`src/rtl/instr_fetch_if.sv`:
```
// Program-memory port of the instruction fetch sequencer: single-outstanding
// byte read request with a separate response strobe.
interface instr_fetch_if #(
   parameter int IP_W = 8
);
   logic [IP_W-1:0] mem_addr;
   logic            mem_rd;
   logic [7:0]      mem_rdata;
   logic            mem_valid;

   modport master (
      output mem_addr,
      output mem_rd,
      input  mem_rdata,
      input  mem_valid
   );

   modport slave (
      input  mem_addr,
      input  mem_rd,
      output mem_rdata,
      output mem_valid
   );
endinterface

```
`src/rtl/instr_fetch.sv`:
```
// Instruction fetch sequencer: reads opcode/immediate bytes, issues one opcode
// per issue cycle, owns IP, jumps and halt. Define IFETCH_HALT_EN to make 8'hFE halt.
//
// state     | meaning
// FETCH_OP  | strobe read of opcode byte at ip
// WAIT_OP   | wait for opcode response, ip+1
// FETCH_IMM | strobe read of immediate byte at ip
// WAIT_IMM  | wait for immediate response, ip+1
// ISSUE     | present opcode once stall is low; jump/halt decided here
// HALT      | idle until run
module instr_fetch #(
   parameter int IP_W = 8
) (
   input  logic            clk,
   input  logic            rst_n,
   instr_fetch_if.master   mem,
   input  logic            stall,
   input  logic            run,
   output logic [7:0]      instr,
   output logic [7:0]      imm,
   output logic            instr_valid,
   output logic            halted,
   output logic [IP_W-1:0] ip_out
);

   typedef enum logic [2:0] {
      FETCH_OP,
      WAIT_OP,
      FETCH_IMM,
      WAIT_IMM,
      ISSUE,
      HALT
   } state_t;

   state_t          state;
   logic [IP_W-1:0] ip;
   logic [7:0]      op_reg;
   logic [7:0]      imm_reg;
   logic            rd_q;
   logic            issue;

   function automatic logic is_two_byte(input logic [7:0] op);
      return (op[7:3] == 5'b00000) || (op[7:6] == 2'b01) || (op == 8'h80);
   endfunction

`ifdef IFETCH_HALT_EN
   logic halt_q;
`else
   logic unused_run;
   assign unused_run = run;
`endif

   always_ff @(posedge clk or negedge rst_n) begin
      if (!rst_n) begin
         state   <= FETCH_OP;
         ip      <= '0;
         op_reg  <= 8'hFF;
         imm_reg <= 8'h00;
         rd_q    <= 1'b0;
`ifdef IFETCH_HALT_EN
         halt_q  <= 1'b0;
`endif
      end else begin
         case (state)
            // Reset lands here with the strobe low; the first cycle raises it.
            FETCH_OP: begin
               if (rd_q) begin
                  rd_q  <= 1'b0;
                  state <= WAIT_OP;
               end else begin
                  rd_q <= 1'b1;
               end
            end
            WAIT_OP: begin
               if (mem.mem_valid) begin
                  op_reg <= mem.mem_rdata;
                  ip     <= ip + IP_W'(1);
                  if (is_two_byte(mem.mem_rdata)) begin
                     rd_q  <= 1'b1;
                     state <= FETCH_IMM;
                  end else begin
                     state <= ISSUE;
                  end
               end
            end
            FETCH_IMM: begin
               rd_q  <= 1'b0;
               state <= WAIT_IMM;
            end
            WAIT_IMM: begin
               if (mem.mem_valid) begin
                  imm_reg <= mem.mem_rdata;
                  ip      <= ip + IP_W'(1);
                  state   <= ISSUE;
               end
            end
            ISSUE: begin
               if (!stall) begin
                  if (op_reg == 8'h80) ip <= IP_W'(imm_reg);
`ifdef IFETCH_HALT_EN
                  if (op_reg == 8'hFE) begin
                     halt_q <= 1'b1;
                     state  <= HALT;
                  end else begin
                     rd_q  <= 1'b1;
                     state <= FETCH_OP;
                  end
`else
                  rd_q  <= 1'b1;
                  state <= FETCH_OP;
`endif
               end
            end
            HALT: begin
`ifdef IFETCH_HALT_EN
               if (run) begin
                  halt_q <= 1'b0;
                  rd_q   <= 1'b1;
                  state  <= FETCH_OP;
               end
`else
               rd_q  <= 1'b1;
               state <= FETCH_OP;
`endif
            end
            default: begin
               rd_q  <= 1'b0;
               state <= FETCH_OP;
            end
         endcase
      end
   end

   // Outside the single issue cycle the decoder sees NOP, so it never double-registers.
   assign issue       = (state == ISSUE) && !stall;
   assign instr       = issue ? op_reg : 8'hFF;
   assign instr_valid = issue;
   assign imm         = imm_reg;
   assign ip_out      = ip;
   assign mem.mem_addr = ip;
   assign mem.mem_rd   = rd_q;

`ifdef IFETCH_HALT_EN
   assign halted = halt_q;
`else
   assign halted = 1'b0;
`endif

endmodule

```
`src/flat_wrapper.sv`:
```
// flat-port wrapper written by rule: the top's interface ports become plain ports
module instr_fetch_flat 
#(
   parameter int IP_W = 8
)
  (clk, rst_n, stall, run, instr, imm, instr_valid, halted, ip_out, mem_mem_addr, mem_mem_rd, mem_mem_rdata, mem_mem_valid);
  instr_fetch_if #(.IP_W(IP_W)) mem_i ();
  input  logic clk;
  input  logic rst_n;
  input  logic stall;
  input  logic run;
  output logic [7:0] instr;
  output logic [7:0] imm;
  output logic instr_valid;
  output logic halted;
  output logic [IP_W-1:0] ip_out;
  output wire logic [$bits(mem_i.mem_addr)-1:0] mem_mem_addr;
  output wire logic [$bits(mem_i.mem_rd)-1:0] mem_mem_rd;
  input wire logic [$bits(mem_i.mem_rdata)-1:0] mem_mem_rdata;
  input wire logic [$bits(mem_i.mem_valid)-1:0] mem_mem_valid;
  assign mem_mem_addr = mem_i.mem_addr;
  assign mem_mem_rd = mem_i.mem_rd;
  assign mem_i.mem_rdata = mem_mem_rdata;
  assign mem_i.mem_valid = mem_mem_valid;
  instr_fetch #(.IP_W(IP_W)) u_core (.clk(clk), .rst_n(rst_n), .mem(mem_i), .stall(stall), .run(run), .instr(instr), .imm(imm), .instr_valid(instr_valid), .halted(halted), .ip_out(ip_out));
endmodule
```
`config.mk`:
```
export PLATFORM = sky130hd
export DESIGN_NAME = instr_fetch_flat
export DESIGN_NICKNAME = d
export VERILOG_FILES = /design/src/rtl/instr_fetch_if.sv /design/src/rtl/instr_fetch.sv /design/src/flat_wrapper.sv
export SDC_FILE = /design/constraint.sdc
export NUM_CORES = 1
export LEC_CHECK = 0
export CORE_UTILIZATION = 25
export CTS_CLUSTER_DIAMETER = 40
export CTS_CLUSTER_SIZE = 28
export DETAILED_ROUTE_END_ITERATION = 10
export PLACE_DENSITY = 0.51
export SLEW_MARGIN = 5
export SYNTH_ARGS = -nofsm -noshare
export SYNTH_HDL_FRONTEND = slang
export SYNTH_SLANG_ARGS = --single-unit
```
`constraint.sdc`:
```
create_clock -name clk -period 5.05 [get_ports clk]
set_clock_uncertainty 0.05 [all_clocks]
set_input_delay 1.01 -clock clk [delete_from_list [all_inputs] [get_ports clk]]
set_output_delay 1.01 -clock clk [all_outputs]
set_load 0.1 [all_outputs]
```
### Word level (Yosys, flattened, before mapping)

Cells that the tools add are included.

| cells by class | value |
|---|---|
| $add $sub $neg | 1 |
| equality and inequality tests | 15 |
| mux-type cells | 16 |
| bitwise gates (word level) | 1 |
| reduce and logical (&&, ||, !) cells | 13 |

Operator list:

| kind | number |
|---|---|
| $mux 8 | 4 |
| $eq 8x8->1 const B | 2 |
| $pmux 8 s2 | 1 |
| $mux 3 | 5 |
| $pmux 3 s5 | 1 |
| $reduce_and 4->1 | 3 |
| $add 8x1->8 const B | 1 |
| $ne 2x1->1 const B | 4 |
| $eq 3x2->1 const B | 2 |
| $eq 3x3->1 const B | 2 |
| $ne 2x2->1 const B | 3 |
| $logic_not 5->1 | 1 |
| $pmux 1 s5 | 1 |
| $mux 1 | 4 |
| $reduce_and 2->1 | 2 |
| $eq 3x1->1 const B | 1 |
| $logic_not 3->1 | 1 |
| $eq 2x1->1 const B | 1 |
| $logic_or 1x1->1 | 2 |
| $reduce_bool 2->1 | 1 |
| $reduce_or 2->1 | 1 |
| $logic_and 1x1->1 | 1 |
| $logic_not 1->1 | 1 |
| $not 1->1 | 1 |

| word-level totals | value |
|---|---|
| register bits after elaboration | 28 |
| bits of input ports | 13 |
| output and inout port bits | 35 |
| logic and storage cells | 51 |

### Depth between registers and ports, before layout

| depth | value |
|---|---|
| depth in word-level cells | 6 |
| gate-level depth with buffers | 6 |
| depth with buffers taken out | 4 |

### Worst setup path before layout

Ideal clock, no wire load.

| path | value |
|---|---|
| path kind | in2out |
| start point | in stall |
| end point | out instr[0] |
| arrival | 2936 ps |
| setup slack | 1054 ps |
| stages | 2 |
| buffers on the path | 0 |
| cell sequence | nor4b_4 > or2b_1 |

| between the ends | value |
|---|---|
| word-level cells in the longest chain between the ends | 3 |

RTL lines:

| element | line | text |
|---|---|---|
| start: declaration | flat_wrapper.sv:10 | `input logic stall;` |
| $logic_not 1->1 | -- |  |
| $logic_and 1x1->1 | instr_fetch.sv:135 | `assign issue = (state == ISSUE) && !stall;` |
| $mux 8 | instr_fetch.sv:136 | `assign instr = issue ? op_reg : 8'hFF;` |
| end: declaration | flat_wrapper.sv:12 | `output logic [7:0] instr;` |

Every way passes these cells.

### Worst setup path after layout

| path | value |
|---|---|
| start point | in stall |
| end point | out instr[7] |

The elaborated chain is that of the path after synthesis.

==> flow_metrics.py <==
metrics = {
    "finish": {
        "design_area_mm2": 0.00204,
        "syn2layout_area_growth_pct": 32.8,
        "drive_gt1_frac": 0.264,
        "antenna_cells": 0,
        "fill_cells": 590,
        "nets": 189,
    },
    "critical_path": {
        "cp-end-kind": "output port",
        "start_kind": "input port",
        "path_class": "input port to output port",
        "critPathMaxFanout": 10,
        "worst_ep_arrival_time_ps": 2620,
        "required_ps": 3990,
    },
    "synthesis": {
        "yosysUniqueCellTypes": 42,
        "synth_top_family_by_area": "simple AND/OR/NAND/NOR gates",
        "synth_ff_type": "dfrtp_1",
        "synth_compound_area_frac": 0.139,
        "synth.area.top_cells": "dfrtp_1 33%, dfstp_2 14%, mux2_2 12%",
        "synth_nets": 152,
        "synth_seq_cells": 28,
        "async_reset_ff_frac": 1.00,
        "synthSimpleGateAreaFrac": 0.199,
        "synth_fa_ha_area_frac": 0.00815,
        "muxShareOfSynthArea": 0.124,
        "yosysSeqAreaShare": 0.463,
        "avgSynthCellArea_um2": 11.1,
        "yosysTopAreaCell": "dfrtp_1",
        "synthCells": 138,
        "synth_edf_count": 0,
        "synth-xor-area-share": 0,
        "synthesis.area_mm2": 0.00154,
        "yosysWarnings": 0,
        "yosys.area.top_type_share": 0.326,
    },
    "floorplanning": {
        "core_area_mm2": 0.00592,
        "dieArea_mm2": 0.00646,
        "placementRows": 28,
        "boundaryPins": 48,
        "die_width_um": 80.4,
        "die_h_um": 80.4,
        "initial_utilization": 0.259,
    },
    "route": {
        "wl_um": 3650,
        "drtPass1Iterations": 4,
        "viasPerCell": 4.92,
        "drc": 0,
        "wl_per_cell_um": 14.7,
        "dr_total_vias": 1224,
        "ant_nets": 0,
        "drt_iter0_markers": 56,
    },
    "clock_tree": {
        "htreeDepth": 1,
        "cts_sinks": 28,
        "clk_pin_slew_worst_paths_ps": 100,
        "cts_buffers": 3,
        "postCtsResizedCells": 0,
        "cts.root.buffer_cell": "clkbuf_8",
        "cts_buffer_depth": 2,
        "ctsHoldBuffers": 0,
        "cts_tree": "done",
        "post_cts_buffers": 0,
        "clk_latency_ps": 280,
    },
    "worst_hold_path": {
        "hp-class": "flop to flop",
    },
    "placement": {
        "dp_hpwl_um": 2740,
        "portBuffers": 45,
        "place.gp.congestion": 0.724,
        "place_area_mm2": 0.00197,
    },
    "timing": {
        "period_minus_slack_ps": 3680,
        "setup_viol": 0,
        "worst_pin_slew_ps": 979,
        "rsz0062_at_grt": "false",
        "finalHoldViolCount": 0,
        "drv_slew": 0,
        "finalCritPeriodShare": 0.728,
        "tns_ps": 0,
        "max-slew-margin-rel": 0.346,
        "fmax_mhz": 272,
    },
    "global_routing": {
        "grt_start_max_net_pins": 29,
        "gr-total-overflow": 0,
        "grt_pass1_wl_um": 5920,
        "antenna_found_initial": 0,
        "grt_usage": 0.120,
        "grt_pass1_vias": 1204,
    },
    "flow_run": {
        "drv_cap": 0,
    },
    "run_status": {
        "status": "finished, final reports clean",
    },
}
## area by class of cell
type | instances | area (µm²) | share of cell area
clock inverters | 1 | 30.0 | 0.0147
repair buffers | 46 | 435 | 0.213
well taps | 75 | 93.8 | 0.0460
multi-input cells | 95 | 724 | 0.355
flip-flops and latches | 28 | 711 | 0.348
clock buffers | 3 | 41.3 | 0.0202
inverters | 1 | 3.75 | 0.00184
## synth_stat cells (2+ instances only)
cell      count
dfrtp_1      20
mux2_2       16
buf_4         9
dfstp_2       8
or2b_1        8
nand2_1       7
nand3_1       7
a21oi_1       5
nor2_1        5
nor3_1        4
o211ai_1      4
o21ai_0       4
a22oi_1       3
o22ai_1       3
o2bb2a_1      3
a31oi_1       2
and3_1        2
buf_2         2
clkbuf_1      2
nand3b_1      2
## stage by stage
step	cells	hold WS [ps]	utilization	worst slack (ps)
after floorplan	138	491	-	1050
after global placement	245	495	0.332	1380
after detailed placement	245	502	0.332	1360
after CTS	249	529	0.344	1350
after global routing	249	549	0.344	1300
final	249	528	0.344	1370
## worst max-delay path, cell delays in order
cell             delay (ps)
clkdlybuf4s50_1         490
nor4b_4                 590
or2b_1                  290
buf_4                   230
## placed cells by master (no fill, tap or decap), types with 2 or more instances in the layout
cell              n
clkdlybuf4s50_1  36
dfrtp_1          20
mux2_2           16
buf_4            10
or2b_1            8
dfstp_2           8
nand2_1           7
nand3_1           7
a21oi_1           5
nor2_1            5
nor3_1            4
o211ai_1          4
o21ai_0           4
o22ai_1           3
a22oi_1           3
o2bb2a_1          3
clkbuf_8          3
and3_1            2
a31oi_1           2
nand3b_1          2
## logic make-up after synthesis
logic type / after synthesis
AOI/OAI and AO/OA: 30
adders and majority gates: 1
buffers and inverters: 15
DFF: 28
muxes: 17
other: 1
and+or+nand+nor: 46
## layer usage
metal  wire length, µm  track usage  part of all wire
met1              1730        0.158              0.47
met4                34       0.0446            0.0093
met5                 0            0                 0
met3               161       0.0216             0.044
met2              1730        0.194              0.47
## path summary, 6_finish.rpt
kind                            slack, ps            start               end  cells past startpoint
worst max-delay path                 1370            stall          instr[7]                      4
worst min-delay path                  530    u_core.imm[2]     u_core.imm[2]                      1
worst max register to register       3040  u_core.state[1]  u_core.ip_out[0]                      4
worst min register to register        530    u_core.imm[2]     u_core.imm[2]                      1
max in group asynchronous            3590            rst_n  u_core.op_reg[7]                      2
min in group asynchronous            1050            rst_n     u_core.imm[2]                      2
Power is left out: the tool's default activity adds up to more than one toggle a clock period on the data nets, which glitch-free logic cannot reach.
